$ cat src/rtl/ram_pkg.sv
// Shared types and helpers for the byte-writable dual-port RAM.
package ram_pkg;

  typedef enum logic {
    INIT  = 1'b0,
    READY = 1'b1
  } ram_state_t;

  localparam int LANE_W = 8;

  function automatic int lane_count(input int width);
    return width / LANE_W;
  endfunction

endpackage

$ cat src/rtl/ram_byte_merge.sv
// Combinational lane merge: enabled lanes come from new_word, the rest from old_word.
module ram_byte_merge
  import ram_pkg::*;
#(
  parameter int WIDTH = 16
) (
  input  logic [WIDTH-1:0]             old_word,
  input  logic [WIDTH-1:0]             new_word,
  input  logic [lane_count(WIDTH)-1:0] lane_en,
  output logic [WIDTH-1:0]             merged
);

  always_comb begin
    merged = old_word;
    for (int i = 0; i < lane_count(WIDTH); i++) begin
      if (lane_en[i]) merged[i*LANE_W +: LANE_W] = new_word[i*LANE_W +: LANE_W];
    end
  end

endmodule

$ cat src/rtl/ram_dp_bytewr.sv
// Simple-dual-port RAM with byte lane writes, registered read, write-first bypass,
// range error pulse and a self-timed clear sweep instead of a flop reset of the array.
module ram_dp_bytewr
  import ram_pkg::*;
#(
  parameter int              ADDRESS   = 3,
  parameter int              DEPTH     = 8,
  parameter int              WIDTH     = 16,
  parameter logic [WIDTH-1:0] CLR_VALUE = '0
) (
  input  logic                         clk,
  input  logic                         rst,
  input  logic                         WrEn,
  input  logic [ADDRESS-1:0]           WrAddr,
  input  logic [WIDTH-1:0]             WrData,
  input  logic [lane_count(WIDTH)-1:0] WrByteEn,
  input  logic                         RdEn,
  input  logic [ADDRESS-1:0]           RdAddr,
  output logic [WIDTH-1:0]             RdData,
  output logic                         RdValid,
  input  logic                         ClrReq,
  output logic                         Busy,
  output logic                         AddrErr
);

  localparam logic [ADDRESS:0]   DEPTH_W = (ADDRESS+1)'(DEPTH);
  localparam logic [ADDRESS-1:0] LAST    = ADDRESS'(DEPTH-1);

  ram_state_t         state, state_nxt;
  logic [ADDRESS-1:0] cnt, cnt_nxt;
  logic [WIDTH-1:0]   mem [DEPTH];
  logic [WIDTH-1:0]   wr_merged;
  logic               ready_op, wr_oor, rd_oor, wr_do, rd_do, bypass;

  // A clear request in READY swallows any access issued in the same cycle.
  assign ready_op = (state == READY) && !ClrReq;
  assign wr_oor   = {1'b0, WrAddr} >= DEPTH_W;
  assign rd_oor   = {1'b0, RdAddr} >= DEPTH_W;
  assign wr_do    = ready_op && WrEn && !wr_oor;
  assign rd_do    = ready_op && RdEn;
  assign bypass   = wr_do && (WrAddr == RdAddr);
  assign Busy     = (state == INIT);

  ram_byte_merge #(.WIDTH(WIDTH)) u_merge (
    .old_word (mem[WrAddr]),
    .new_word (WrData),
    .lane_en  (WrByteEn),
    .merged   (wr_merged)
  );

  always_ff @(posedge clk or negedge rst) begin
    if (!rst) begin
      state <= INIT;
      cnt   <= '0;
    end else begin
      state <= state_nxt;
      cnt   <= cnt_nxt;
    end
  end

  always_comb begin
    state_nxt = state;
    cnt_nxt   = cnt;
    case (state)
      INIT: begin
        cnt_nxt = cnt + 1'b1;
        if (cnt == LAST) begin
          state_nxt = READY;
          cnt_nxt   = '0;
        end
      end
      READY: begin
        if (ClrReq) begin
          state_nxt = INIT;
          cnt_nxt   = '0;
        end
      end
      default: begin
        state_nxt = INIT;
        cnt_nxt   = '0;
      end
    endcase
  end

  // Array has no reset so it can map onto a RAM macro.
  always_ff @(posedge clk) begin
    if (state == INIT) mem[cnt] <= CLR_VALUE;
    else if (wr_do)    mem[WrAddr] <= wr_merged;
  end

  always_ff @(posedge clk or negedge rst) begin
    if (!rst) begin
      RdData  <= '0;
      RdValid <= 1'b0;
      AddrErr <= 1'b0;
    end else begin
      RdValid <= rd_do;
      AddrErr <= ready_op && ((WrEn && wr_oor) || (RdEn && rd_oor));
      if (rd_do) begin
        if (rd_oor)      RdData <= CLR_VALUE;
        else if (bypass) RdData <= wr_merged;
        else             RdData <= mem[RdAddr];
      end
    end
  end

endmodule
$ cat config.mk
export PLATFORM = sky130hd
export DESIGN_NAME = ram_dp_bytewr
export DESIGN_NICKNAME = d
export VERILOG_FILES = /design/src/rtl/ram_pkg.sv /design/src/rtl/ram_byte_merge.sv /design/src/rtl/ram_dp_bytewr.sv
export SDC_FILE = /design/constraint.sdc
export NUM_CORES = 1
export LEC_CHECK = 0
export ABC_AREA = 1
export CAP_MARGIN = 0
export CELL_PAD_IN_SITES_DETAIL_PLACEMENT = 1
export CELL_PAD_IN_SITES_GLOBAL_PLACEMENT = 1
export CORE_UTILIZATION = 46
export DETAILED_ROUTE_END_ITERATION = 12
export PLACE_DENSITY = 0.81
export SYNTH_ARGS = -nofsm -noshare
export SYNTH_HDL_FRONTEND = slang
export SYNTH_SLANG_ARGS = --single-unit
$ cat constraint.sdc
create_clock -name clk -period 2.51 [get_ports clk]
set_input_delay 0.753 -clock clk [delete_from_list [all_inputs] [get_ports clk]]
set_output_delay 0.753 -clock clk [all_outputs]
set_load 0.01 [all_outputs]
; Word-level counts from Yosys, hierarchy flattened
; Memories as Yosys holds them, arrays and structs flattened. A register that Yosys moved wholly into a read port is not among the register bits.
; Cells that the tools add are included.
; W data, S select, Z words.
[word_totals]
ff_bits = 5
mem_bits_rw = 128
input_bits = 29
out_inout_bits = 19
wordCells = 29
memories = 1
[memory_table]
columns = memory, words, width, rd, rd_clocked_by_memory_dff, write_ports, line
row1 = mem, 8, 16, 2, 1, 1, ram_dp_bytewr.sv:31  ; logic [WIDTH-1:0] mem [DEPTH];
[op_classes]
add_sub_neg = 1
n_eq_ne = 2
mux = 15
n_bitwise = 1
n_reduce_logical = 6
[ops]
columns = operator, count
row1 = $mux W16, 1
row2 = $mux W8, 2
row3 = $reduce_or A16 Y1, 1
row4 = $mux W3, 3
row5 = $mux W1, 7
row6 = $pmux W3 S2, 1
row7 = $add A3 B1 Y3 const B, 1
row8 = $eq A3 B3 Y1 const B, 1
row9 = $logic_and A1 B1 Y1, 3
row10 = $logic_not A1 Y1, 2
row11 = $ne A2 B2 Y1 const B, 1
row12 = $pmux W1 S2, 1
row13 = $not A1 Y1, 1

; Depth between registers and ports, before layout
; Gate-level depths: netlist (run 1).
[depth]
ltp_word = 8
depth_mapped = 12
depth_no_buf = 11

; Cells and area by module
; From an unflattened synthesis (run 1), not the netlist that was laid out.
[unflattened]
cells_unflattened = 854
area_unflattened_um2 = 7611.0
[by_module_without_submodules]
columns = module, n_inst, cells_per_inst, area_each_um2, seq_area_each_um2
row1 = ram_dp_bytewr, 1, 802, 7400.8, 4369.2
row2 = ram_byte_merge, 1, 52, 210.2, 0.0

; Worst setup path after synthesis (run 1)
; No wires, ideal clock.
[synth_timing]
path_kind = input -> register
start = input port ClrReq
end = memory mem[1][0] (enable)
setup_ns = 0.388
t_arrival_ns = 1.994
t_required_ns = 2.122
slack_ns = 0.127
path_stages = 6
n_path_buf = 1
cell_sequence = inv_2 > nand3_4 > buf_8 > nand2_2 > nand3_1 > nor2_1
[synth_via]
elab_chain_len = 8
word_cells_on_any_way = 9
cone_classes = 5 x mux / 4 x reduce/logical
[synth_rtl]
columns = element, line
row1 = start: declaration, ram_dp_bytewr.sv:21  ; input logic ClrReq,
row2 = $logic_not A1 Y1 *, ram_dp_bytewr.sv:36  ; assign ready_op = (state == READY) && !ClrReq;
row3 = $logic_and A1 B1 Y1 *, ram_dp_bytewr.sv:36
row4 = $logic_and A1 B1 Y1 *, ram_dp_bytewr.sv:39  ; assign wr_do = ready_op && WrEn && !wr_oor;
row5 = $mux W1 *, ram_dp_bytewr.sv:88  ; else if (wr_do) mem[WrAddr] <= wr_merged;
row6 = $mux W1 *, ram_dp_bytewr.sv:87  ; if (state == INIT) mem[cnt] <= CLR_VALUE;
row7 = $mux W1 (implied by the code) *, ram_dp_bytewr.sv:88
row8 = $reduce_or A16 Y1 (no line), --
row9 = $mux W3 (no line) or $mux W1 (tied branches), --
row10 = end: declaration, ram_dp_bytewr.sv:31
; Every way passes the cells marked *; elsewhere a longest branch is shown, timed or not.

; Worst setup path in the final report (run 1)
[layout_timing]
start = register state
end = output port Busy
[layout_via]
elab_chain_len = 1
[layout_rtl]
columns = element, line
row1 = start: declaration, ram_dp_bytewr.sv:29  ; ram_state_t state, state_nxt;
row2 = start signal: assignment, ram_dp_bytewr.sv:56  ; state <= state_nxt;
row3 = $not A1 Y1, ram_dp_bytewr.sv:42  ; assign Busy = (state == INIT);
row4 = end: declaration, ram_dp_bytewr.sv:22  ; output logic Busy,
; Every way passes these cells.

==> results.json, run 1 <==
{
  "outcome": "completed",
  "cts_resized": 0,
  "core_um2": 16060,
  "clkSinkCount": 149,
  "port-buffer-count": 46,
  "finalSetupViolations": 0,
  "power.density_cell_area_nw_per_um2": 1065,
  "p_seq_share_pct": 40.6,
  "antenna_cells_inserted": 0,
  "power.static_leakage_nw": 3.894,
  "power.switching_fraction_pct": 35.21,
  "critical_path_required_ns": 1.76,
  "viasPerCell": 6.042,
  "timing.hold.worst.class": "reg -> reg",
  "synth_area_leaders": "sky130_fd_sc_hd__edfxtp_1 (50%), sky130_fd_sc_hd__nand2_1 (13%), sky130_fd_sc_hd__nand3_1 (11%), sky130_fd_sc_hd__dfrtp_1 (6.9%), sky130_fd_sc_hd__nor2_1 (5.5%)",
  "worst_setup_hold_path_clk_slew_ns": 0.06,
  "mappedNetlistNets": 908,
  "cpPeakStageDelay_ns": 0.55,
  "path_cells": "inv_2, clkdlybuf4s50_1",
  "cts-buffers-inserted": 17,
  "clockBufferDepth": 2,
  "post-synth-top-area-cell": "sky130_fd_sc_hd__edfxtp_1",
  "h_tree_depth": 4,
  "drc": 0,
  "setup.worst_path.end_class": "output pin",
  "multiplexer_share_of_the_synthesized_area_pct": 0,
  "number_of_antenna_violations_at_the_first_check_in_global_routing": 0,
  "synth_simple_gate_area_share_pct": 31.33,
  "worstHoldStart": "RdData[14]",
  "post-dp-hpwl_um": 17450,
  "grt_overflow": 0,
  "hold_depth": 2,
  "grt_util_all_layers_pct": 33.92,
  "layout_common_cells": "sky130_fd_sc_hd__nand2_1 (256), sky130_fd_sc_hd__nand3_1 (170), sky130_fd_sc_hd__edfxtp_1 (128), sky130_fd_sc_hd__nor2_1 (111), sky130_fd_sc_hd__o21ai_0 (51)",
  "post-synth-top-area-fraction_pct": 50.13,
  "report.power.total_mw": 9.964,
  "clock_tree_from_tritoncts": "done",
  "start_util_pct": 47.75,
  "route.antenna.remaining_nets": 0,
  "wirelength_um": 27870,
  "clk_latency_ns": 0.44,
  "synth_top_family_by_area": "simple AND/OR/NAND/NOR gates",
  "arrival_ns": 1.69,
  "ys_seq_elements": 149,
  "fmaxAchievable_mhz": 410.1,
  "critical_path.reg2reg.startpoint": "state",
  "worstRegToRegCells": 7,
  "design.die.area_um2": 17190,
  "synth_sequential_area_ratio_pct": 56.98,
  "grt_pass1_wl_um": 43880,
  "worst-path-max-fanout": 8,
  "drt-initial-drc-count": 623,
  "grt_start_max_net_pins": 51,
  "syn-cell-area_um2": 7667,
  "post_route_insts_no_fill": 1176,
  "rows": 46,
  "timing.hold.worst_endpoint": "RdData[14]",
  "place_congestion": 0.8495,
  "post-route-min-period_ns": 2.439,
  "dr_total_vias": 7105,
  "num-nets-final": 978,
  "final_max_slew_viol_count": 0,
  "post_synth_fa_ha_maj_area_fraction_pct": 0.3264,
  "final_common_cell": "sky130_fd_sc_hd__nand2_1",
  "synthesis.instances": 877,
  "synth_cell_types": 27,
  "number_of_global_route_vias_before_repair": 7797,
  "power.ir.vdd_worst_mv": 0.5550,
  "die-width_um": 131.1,
  "synth.yosys.warnings": 0,
  "startpoint_types": "flip-flop",
  "synth_compound_gate_area_share_pct": 6.070,
  "power.internal_mw": 6.456,
  "timing.rr.end": "mem[0][11]",
  "critPathBufInv": 2,
  "setup.worst_path.class": "reg -> out",
  "synthXorXnorAreaFrac_pct": 0,
  "drv_cap": 0,
  "rsz0062_at_grt": "no",
  "firstDrtPassIters": 5,
  "dp_cells": 1144,
  "power.share.combinational_pct": 31.9,
  "drt-wirelength-per-cell_um": 23.70,
  "final.fill_count": 1813,
  "timing.clock.skew_ns": 0.01291,
  "clock_power_share_pct": 27.5,
  "die_height_um": 131.1,
  "worst_path_max_delay_cell": "sky130_fd_sc_hd__clkdlybuf4s50_1",
  "top_cell_family_by_delay_on_the_critical_path": "buffers and inverters",
  "ios": 48,
  "syn_area_per_cell_um2": 8.743,
  "flow.area_growth_from_synthesis_pct": 22.06,
  "cts_post_setup_buffers_inserted": 0,
  "timing.final.crit_share_pct": 97.16,
  "cts.hold.buffers_added": 0,
  "final_core_util_pct": 58.28,
  "drive_above_1_share_pct": 11.98,
  "report.final.hold_viol_count": 0,
  "worst-r2r-setup-slack_ns": 0.45,
  "ctsRootBufferMaster": "sky130_fd_sc_hd__clkbuf_16",
  "switchingPower_mw": 3.508
}
[Yosys cell counts (all sizes together)]
| cell | n |
|---|---|
| buf | 35 |
| clkbuf | 22 |
| clkinv | 1 |
| conb | 1 |
| dfrtp | 21 |
| edfxtp | 128 |
| ha | 2 |
| inv | 32 |
| nand2 | 264 |
| nand3 | 172 |
| nand4 | 4 |
| nor2 | 116 |
| o211ai | 24 |
| o21a | 4 |
| o21ai | 51 |
[through the flow]
stage,hold WS (ns),setup slack [ns],instance area (µm²),TNS [ns]
floorplan,0.4574,0.1272,7667,0
global placement,0.4640,-0.1484,8736,-6.368
detailed placement,0.4723,-0.2711,8736,-15.59
CTS,0.4873,0.07570,9359,0
global route,0.5121,0.008470,9359,0
finish,0.4866,0.07140,9359,0
[logic make-up after synthesis]
| group | count (synthesis) |
|---|---|
| adders and majority gates | 2 |
| AOI/OAI and AO/OA | 79 |
| other | 1 |
| DFF | 149 |
| and+or+nand+nor | 556 |
| buffers and inverters | 90 |
[power by group through the flow]
| stage | Combinational (mW) | Sequential (mW) | Clock (mW) |
|---|---|---|---|
| 2_1_floorplan | 1.60 | 3.97 | 0 |
| 3_3_place_gp | 2.93 | 4.00 | 0 |
| 3_5_place_dp | 3.08 | 4.06 | 0 |
| 4_1_cts | 3.16 | 4.03 | 2.74 |
| 5_1_grt | 3.40 | 4.11 | 2.86 |
| 6_report | 3.18 | 4.04 | 2.74 |
[sequential cells by signal, summed over array words and instances, names as in the netlist]
register	flops
mem	128
RdData	16
cnt	3
RdValid	1
state	1
[metal layers]
metal | GRT usage, % | routed length [µm]
met5 | 0 | 0
met4 | 17.84 | 1217
met3 | 7.099 | 2059
met2 | 57.39 | 13870
met1 | 40.64 | 10730
[tightest hold or removal path: cells and delay by family (launching register included)]
family	cells	cell delay, ns
simple gates	2	0.11
flops	1	0.35
[worst max-delay path by stage]
stage | slack [ns] | end | startpoint | cells after the start
global placement | -0.15 | mem[0][8] | WrEn | 8
finish | 0.07 | Busy | state | 2
detailed placement | -0.27 | mem[0][8] | WrEn | 8
global route | 0.008 | Busy | state | 2
CTS | 0.08 | Busy | state | 2
floorplan | 0.13 | mem[1][0] | ClrReq | 6
[cell type report]
cell class / instances / area, µm² / share of cell area [%]
timing repair buffer: 108 / 1074 / 11.47
clock buffer: 20 / 446.7 / 4.773
sequential: 149 / 4369 / 46.68
inverter: 33 / 123.9 / 1.324
tap: 216 / 270.3 / 2.888
clock inverter: 12 / 176.4 / 1.885
multi-input combinational: 638 / 2899 / 30.98
(Power assumes the default switching activity.)
==> run 2, diff against run 1 <==
- CORE_ASPECT_RATIO: default -> 0.6
- SKIP_LAST_GASP: default -> 1
==> results.json, run 2 (same netlist as run 1, synthesis figures left out) <==
{
  "outcome": "completed",
  "core_um2": 16260,
  "startpoint_types": "flip-flop",
  "setup.worst_path.class": "reg -> out",
  "final.fill_count": 1850,
  "arrival_ns": 1.74,
  "maxSlewHeadroom_pct": 61.43,
  "rows": 36,
  "drt-wirelength-per-cell_um": 23.78,
  "viasPerCell": 5.994,
  "worstHoldStart": "RdData[4]",
  "die-width_um": 168.7,
  "worst-path-max-fanout": 8,
  "power.static_leakage_nw": 3.896,
  "final_max_slew_viol_count": 0,
  "clk_latency_ns": 0.44,
  "ios": 48,
  "flow.area_growth_from_synthesis_pct": 22.24,
  "hold_depth": 2,
  "final_common_cell": "sky130_fd_sc_hd__nand2_1",
  "antenna_cells_inserted": 0,
  "number_of_global_route_vias_before_repair": 7419,
  "design.die.area_um2": 17210,
  "die_height_um": 102.0,
  "largest_register": "mem",
  "drv_cap": 0,
  "cts.hold.buffers_added": 0,
  "report.final.hold_viol_count": 0,
  "worst_setup_hold_path_clk_slew_ns": 0.08,
  "firstDrtPassIters": 5,
  "seq_area_um2": 4369,
  "timing.final.crit_share_pct": 99.25,
  "port-buffer-count": 46,
  "layout_common_cells": "sky130_fd_sc_hd__nand2_1 (256), sky130_fd_sc_hd__nand3_1 (170), sky130_fd_sc_hd__edfxtp_1 (128), sky130_fd_sc_hd__nor2_1 (112), sky130_fd_sc_hd__o21ai_0 (51)",
  "setup.worst_path.end_class": "output pin",
  "timing.clock.skew_ns": 0.02116,
  "clkSinkCount": 149,
  "largest_register_ffs": 128,
  "power.ir.vdd_worst_mv": 0.4842,
  "drc": 0,
  "clock_tree_from_tritoncts": "done",
  "ctsRootBufferMaster": "sky130_fd_sc_hd__clkbuf_16",
  "critical_path.reg2reg.startpoint": "state",
  "worst_path_max_delay_cell": "sky130_fd_sc_hd__clkdlybuf4s50_1",
  "grt_pass1_wl_um": 42410,
  "grt_start_max_net_pins": 57,
  "report.power.total_mw": 10.06,
  "number_of_antenna_violations_at_the_first_check_in_global_routing": 0,
  "cts_post_setup_buffers_inserted": 0,
  "worstMarginPinSlew_ns": 0.5785,
  "post-dp-hpwl_um": 18130,
  "start_util_pct": 47.15,
  "final_core_util_pct": 57.64,
  "dpl-instance-area_um2": 8731,
  "hold-worst-slack_ns": 0.4821,
  "largest_registers": "mem: 128 flops, RdData: 16 flops, cnt: 3 flops",
  "timing.rr.end": "mem[5][13]",
  "h_tree_depth": 4,
  "cts-buffers-inserted": 17,
  "worst-r2r-setup-slack_ns": 0.36,
  "cts_resized": 0,
  "post-route-min-period_ns": 2.491,
  "critical_path_required_ns": 1.76,
  "power.density_cell_area_nw_per_um2": 1073,
  "final_design_area_no_fill_um2": 9373,
  "route.antenna.remaining_nets": 0,
  "timing.hold.worst.class": "reg -> reg",
  "timing.hold.worst_endpoint": "RdData[4]",
  "rsz0062_at_grt": "no",
  "drt-initial-drc-count": 698,
  "num-nets-final": 974,
  "worstRegToRegCells": 6,
  "path_cells": "inv_2, clkdlybuf4s50_1",
  "wirelength_um": 28150,
  "final_critical_path_setup_slack_ns": 0.01884,
  "grt_util_all_layers_pct": 33.92,
  "clockBufferDepth": 2,
  "fmaxAchievable_mhz": 401.4,
  "grt_overflow": 0,
  "dr_total_vias": 7097,
  "finalSetupViolations": 0,
  "place_congestion": 0.8831,
  "multi_input_comb_area_um2": 2897,
  "cpPeakStageDelay_ns": 0.57,
  "place_ws_ns": -0.2975,
  "drive_above_1_share_pct": 11.51
}
run 2: routing by layer:
metal,track usage [%],routed length [µm],vias up
met4,18.67,1097,0
met5,0,0,-
met3,6.390,2015,79
met1,43.06,11490,3576
met2,55.94,13550,331
li1,-,-,3111
run 2: worst max path at each step:
| stage | endpoint | startpoint | depth (start not counted) | slack [ns] |
|---|---|---|---|---|
| floorplan | mem[1][0] | ClrReq | 6 | 0.13 |
| global placement | mem[5][10] | WrAddr[2] | 8 | -0.21 |
| detailed placement | mem[4][12] | WrEn | 8 | -0.30 |
| CTS | Busy | state | 2 | 0.02 |
| global route | Busy | state | 2 | 0.00009 |
| finish | Busy | state | 2 | 0.02 |
run 2: worst max-delay path: cells and delay by family, from the launching register on:
kind,cells,cell delay [ns]
buffers and inverters,2,0.76
DFF,1,0.53
run 2: report_power, final:
group	switching [mW]	internal (mW)	total, mW
registers	0.436	3.61	4.04
clock network	1.10	1.71	2.81
logic	1.99	1.21	3.20
total	3.53	6.53	10.1
run 2: metrics by stage:
stage,TNS [ns],std cells
floorplan,0,877
global placement,-33.34,1152
detailed placement,-44.13,1152
CTS,0,1184
global route,0,1184
finish,0,1184
run 2: area by class of cell:
type / instances / area share (%)
Tap cell: 228 / 3.044
Sequential cell: 149 / 46.62
Clock inverter: 8 / 1.135
Timing Repair Buffer: 104 / 11.27
Inverter: 33 / 1.322
Clock buffer: 24 / 5.714
Multi-Input combinational cell: 638 / 30.90
==> run 3, diff against run 2 <==
- CORE_MARGIN: default -> 2
==> results.json, run 3 (same netlist as run 1, synthesis figures left out) <==
{
  "post-route-min-period_ns": 2.408,
  "final_critical_path_setup_slack_ns": 0.1021,
  "number_of_global_route_vias_before_repair": 7613,
  "clkSinkCount": 149,
  "crit_path_start": "state",
  "viasPerCell": 5.926,
  "start_util_pct": 47.15,
  "p_seq_share_pct": 41.4,
  "flow.area_growth_from_synthesis_pct": 21.15,
  "clk_latency_ns": 0.44,
  "power.density_cell_area_nw_per_um2": 1046,
  "timing.final.crit_share_pct": 95.93,
  "largest_registers": "mem: 128 flops, RdData: 16 flops, cnt: 3 flops",
  "startpoint_types": "flip-flop",
  "largest_register_ffs": 128,
  "drc": 0,
  "largest_register": "mem",
  "clock_tree_from_tritoncts": "done",
  "cpPeakStageDelay_ns": 0.55,
  "cts_post_setup_buffers_inserted": 0,
  "post-dp-hpwl_um": 17970,
  "num-nets-final": 974,
  "critical_path.reg2reg.startpoint": "state",
  "h_tree_depth": 4,
  "grt_pass1_wl_um": 42330,
  "grt_util_all_layers_pct": 31.97,
  "route.antenna.remaining_nets": 0,
  "power.share.combinational_pct": 31.9,
  "timing.rr.end": "mem[6][12]",
  "fin_tns_setup_ns": 0,
  "clock_power_share_pct": 26.7,
  "ios": 48,
  "path_cells": "inv_2, clkdlybuf4s50_1",
  "firstDrtPassIters": 5,
  "timing.clock.skew_ns": 0.01266,
  "power.internal_mw": 6.236,
  "power.ir.vdd_worst_mv": 0.4135,
  "report.final.hold_viol_count": 0,
  "grt_overflow": 0,
  "power.switching_fraction_pct": 35.80,
  "worstRegToRegCells": 7,
  "design.die.area_um2": 17750,
  "cts_resized": 0,
  "wirelength_um": 27380,
  "critical_path_required_ns": 1.76,
  "finalSetupViolations": 0,
  "worst-path-max-fanout": 8,
  "place_ws_ns": -0.2922,
  "antenna_cells_inserted": 0,
  "arrival_ns": 1.65,
  "die-width_um": 170.7,
  "die_height_um": 104.0,
  "dr_total_vias": 7016,
  "worst_path_max_delay_cell": "sky130_fd_sc_hd__clkdlybuf4s50_1",
  "switchingPower_mw": 3.477,
  "drt-wirelength-per-cell_um": 23.12,
  "place_congestion": 0.8721,
  "number_of_antenna_violations_at_the_first_check_in_global_routing": 0,
  "final_design_area_no_fill_um2": 9289,
  "power.static_leakage_nw": 3.847,
  "fmaxAchievable_mhz": 415.3,
  "outcome": "completed",
  "setup.worst_path.end_class": "output pin",
  "clockBufferDepth": 2,
  "drt-initial-drc-count": 721,
  "cts.hold.buffers_added": 0,
  "cts-buffers-inserted": 17,
  "drv_cap": 0,
  "worst_setup_hold_path_clk_slew_ns": 0.07,
  "worst-r2r-setup-slack_ns": 0.48,
  "layout_common_cells": "sky130_fd_sc_hd__nand2_1 (256), sky130_fd_sc_hd__nand3_1 (170), sky130_fd_sc_hd__edfxtp_1 (128), sky130_fd_sc_hd__nor2_1 (112), sky130_fd_sc_hd__o21ai_0 (51)",
  "drive_above_1_share_pct": 11.51,
  "setup.worst_path.end": "Busy",
  "timing.hold.worst.class": "reg -> reg",
  "final_common_cell": "sky130_fd_sc_hd__nand2_1",
  "final_max_slew_viol_count": 0,
  "core_um2": 16260,
  "setup.worst_path.class": "reg -> out",
  "port-buffer-count": 46,
  "grt_start_max_net_pins": 57,
  "rows": 36,
  "rsz0062_at_grt": "no",
  "ctsRootBufferMaster": "sky130_fd_sc_hd__clkbuf_16",
  "dpl-instance-area_um2": 8693
}
## run 3: cell types whose count changed in the layout (fill, tap and decap cells not counted), sizes merged
cell / change
bufinv: -1
clkbuf: -3
clkinv: -2
clkinvlp: +4
inv: +2
## run 3: metal layers
layer | track usage, % | wire length [µm] | vias to the layer above
met5 | 0 | 0 | -
met4 | 16.97 | 1176 | 0
met3 | 6.773 | 2142 | 86
met2 | 51.21 | 12860 | 342
met1 | 40.80 | 11200 | 3483
li1 | - | - | 3105
## run 3: layout make-up
type | instances | area (µm²)
fill | 1895 | 6972
sequential | 149 | 4369
multi-input combinational | 638 | 2897
timing repair buffer | 104 | 1018
clock buffer | 21 | 483.0
tap | 228 | 285.3
inverter | 33 | 123.9
clock inverter | 11 | 112.6
## run 3: worst min path at each step
stage	start	to	slack (ns)	depth (start not counted)
final	RdData[0]	RdData[0]	0.49	2
after global placement	RdData[9]	RdData[9]	0.46	2
after CTS	RdData[10]	RdData[10]	0.49	2
after global routing	RdData[5]	RdData[5]	0.52	2
after detailed placement	RdData[0]	RdData[0]	0.47	2
after floorplan	rst	RdData[0]	0.46	0
## run 3: critical path, delay by kind of cell (launching register included)
family,cells,cell delay [ns]
buffers and inverters,2,0.73
DFF,1,0.49
## run 3: through the flow
step	cells	power, mW	utilization [%]	hold slack, ns
after floorplan	877	5.566	-	0.4574
after global placement	1152	6.853	53.46	0.4636
after detailed placement	1152	7.077	53.46	0.4703
after CTS	1184	9.694	57.13	0.4877
after global routing	1184	10.13	57.13	0.5172
final	1184	9.714	57.13	0.4913
## run 3: power by group through the flow
stage | Clock [mW] | Combinational [mW] | Sequential [mW]
after floorplan | 0 | 1.60 | 3.97
after CTS | 2.60 | 3.08 | 4.01
final | 2.60 | 3.10 | 4.02
after detailed placement | 0 | 3.03 | 4.05
after global placement | 0 | 2.87 | 3.98
after global routing | 2.69 | 3.34 | 4.09
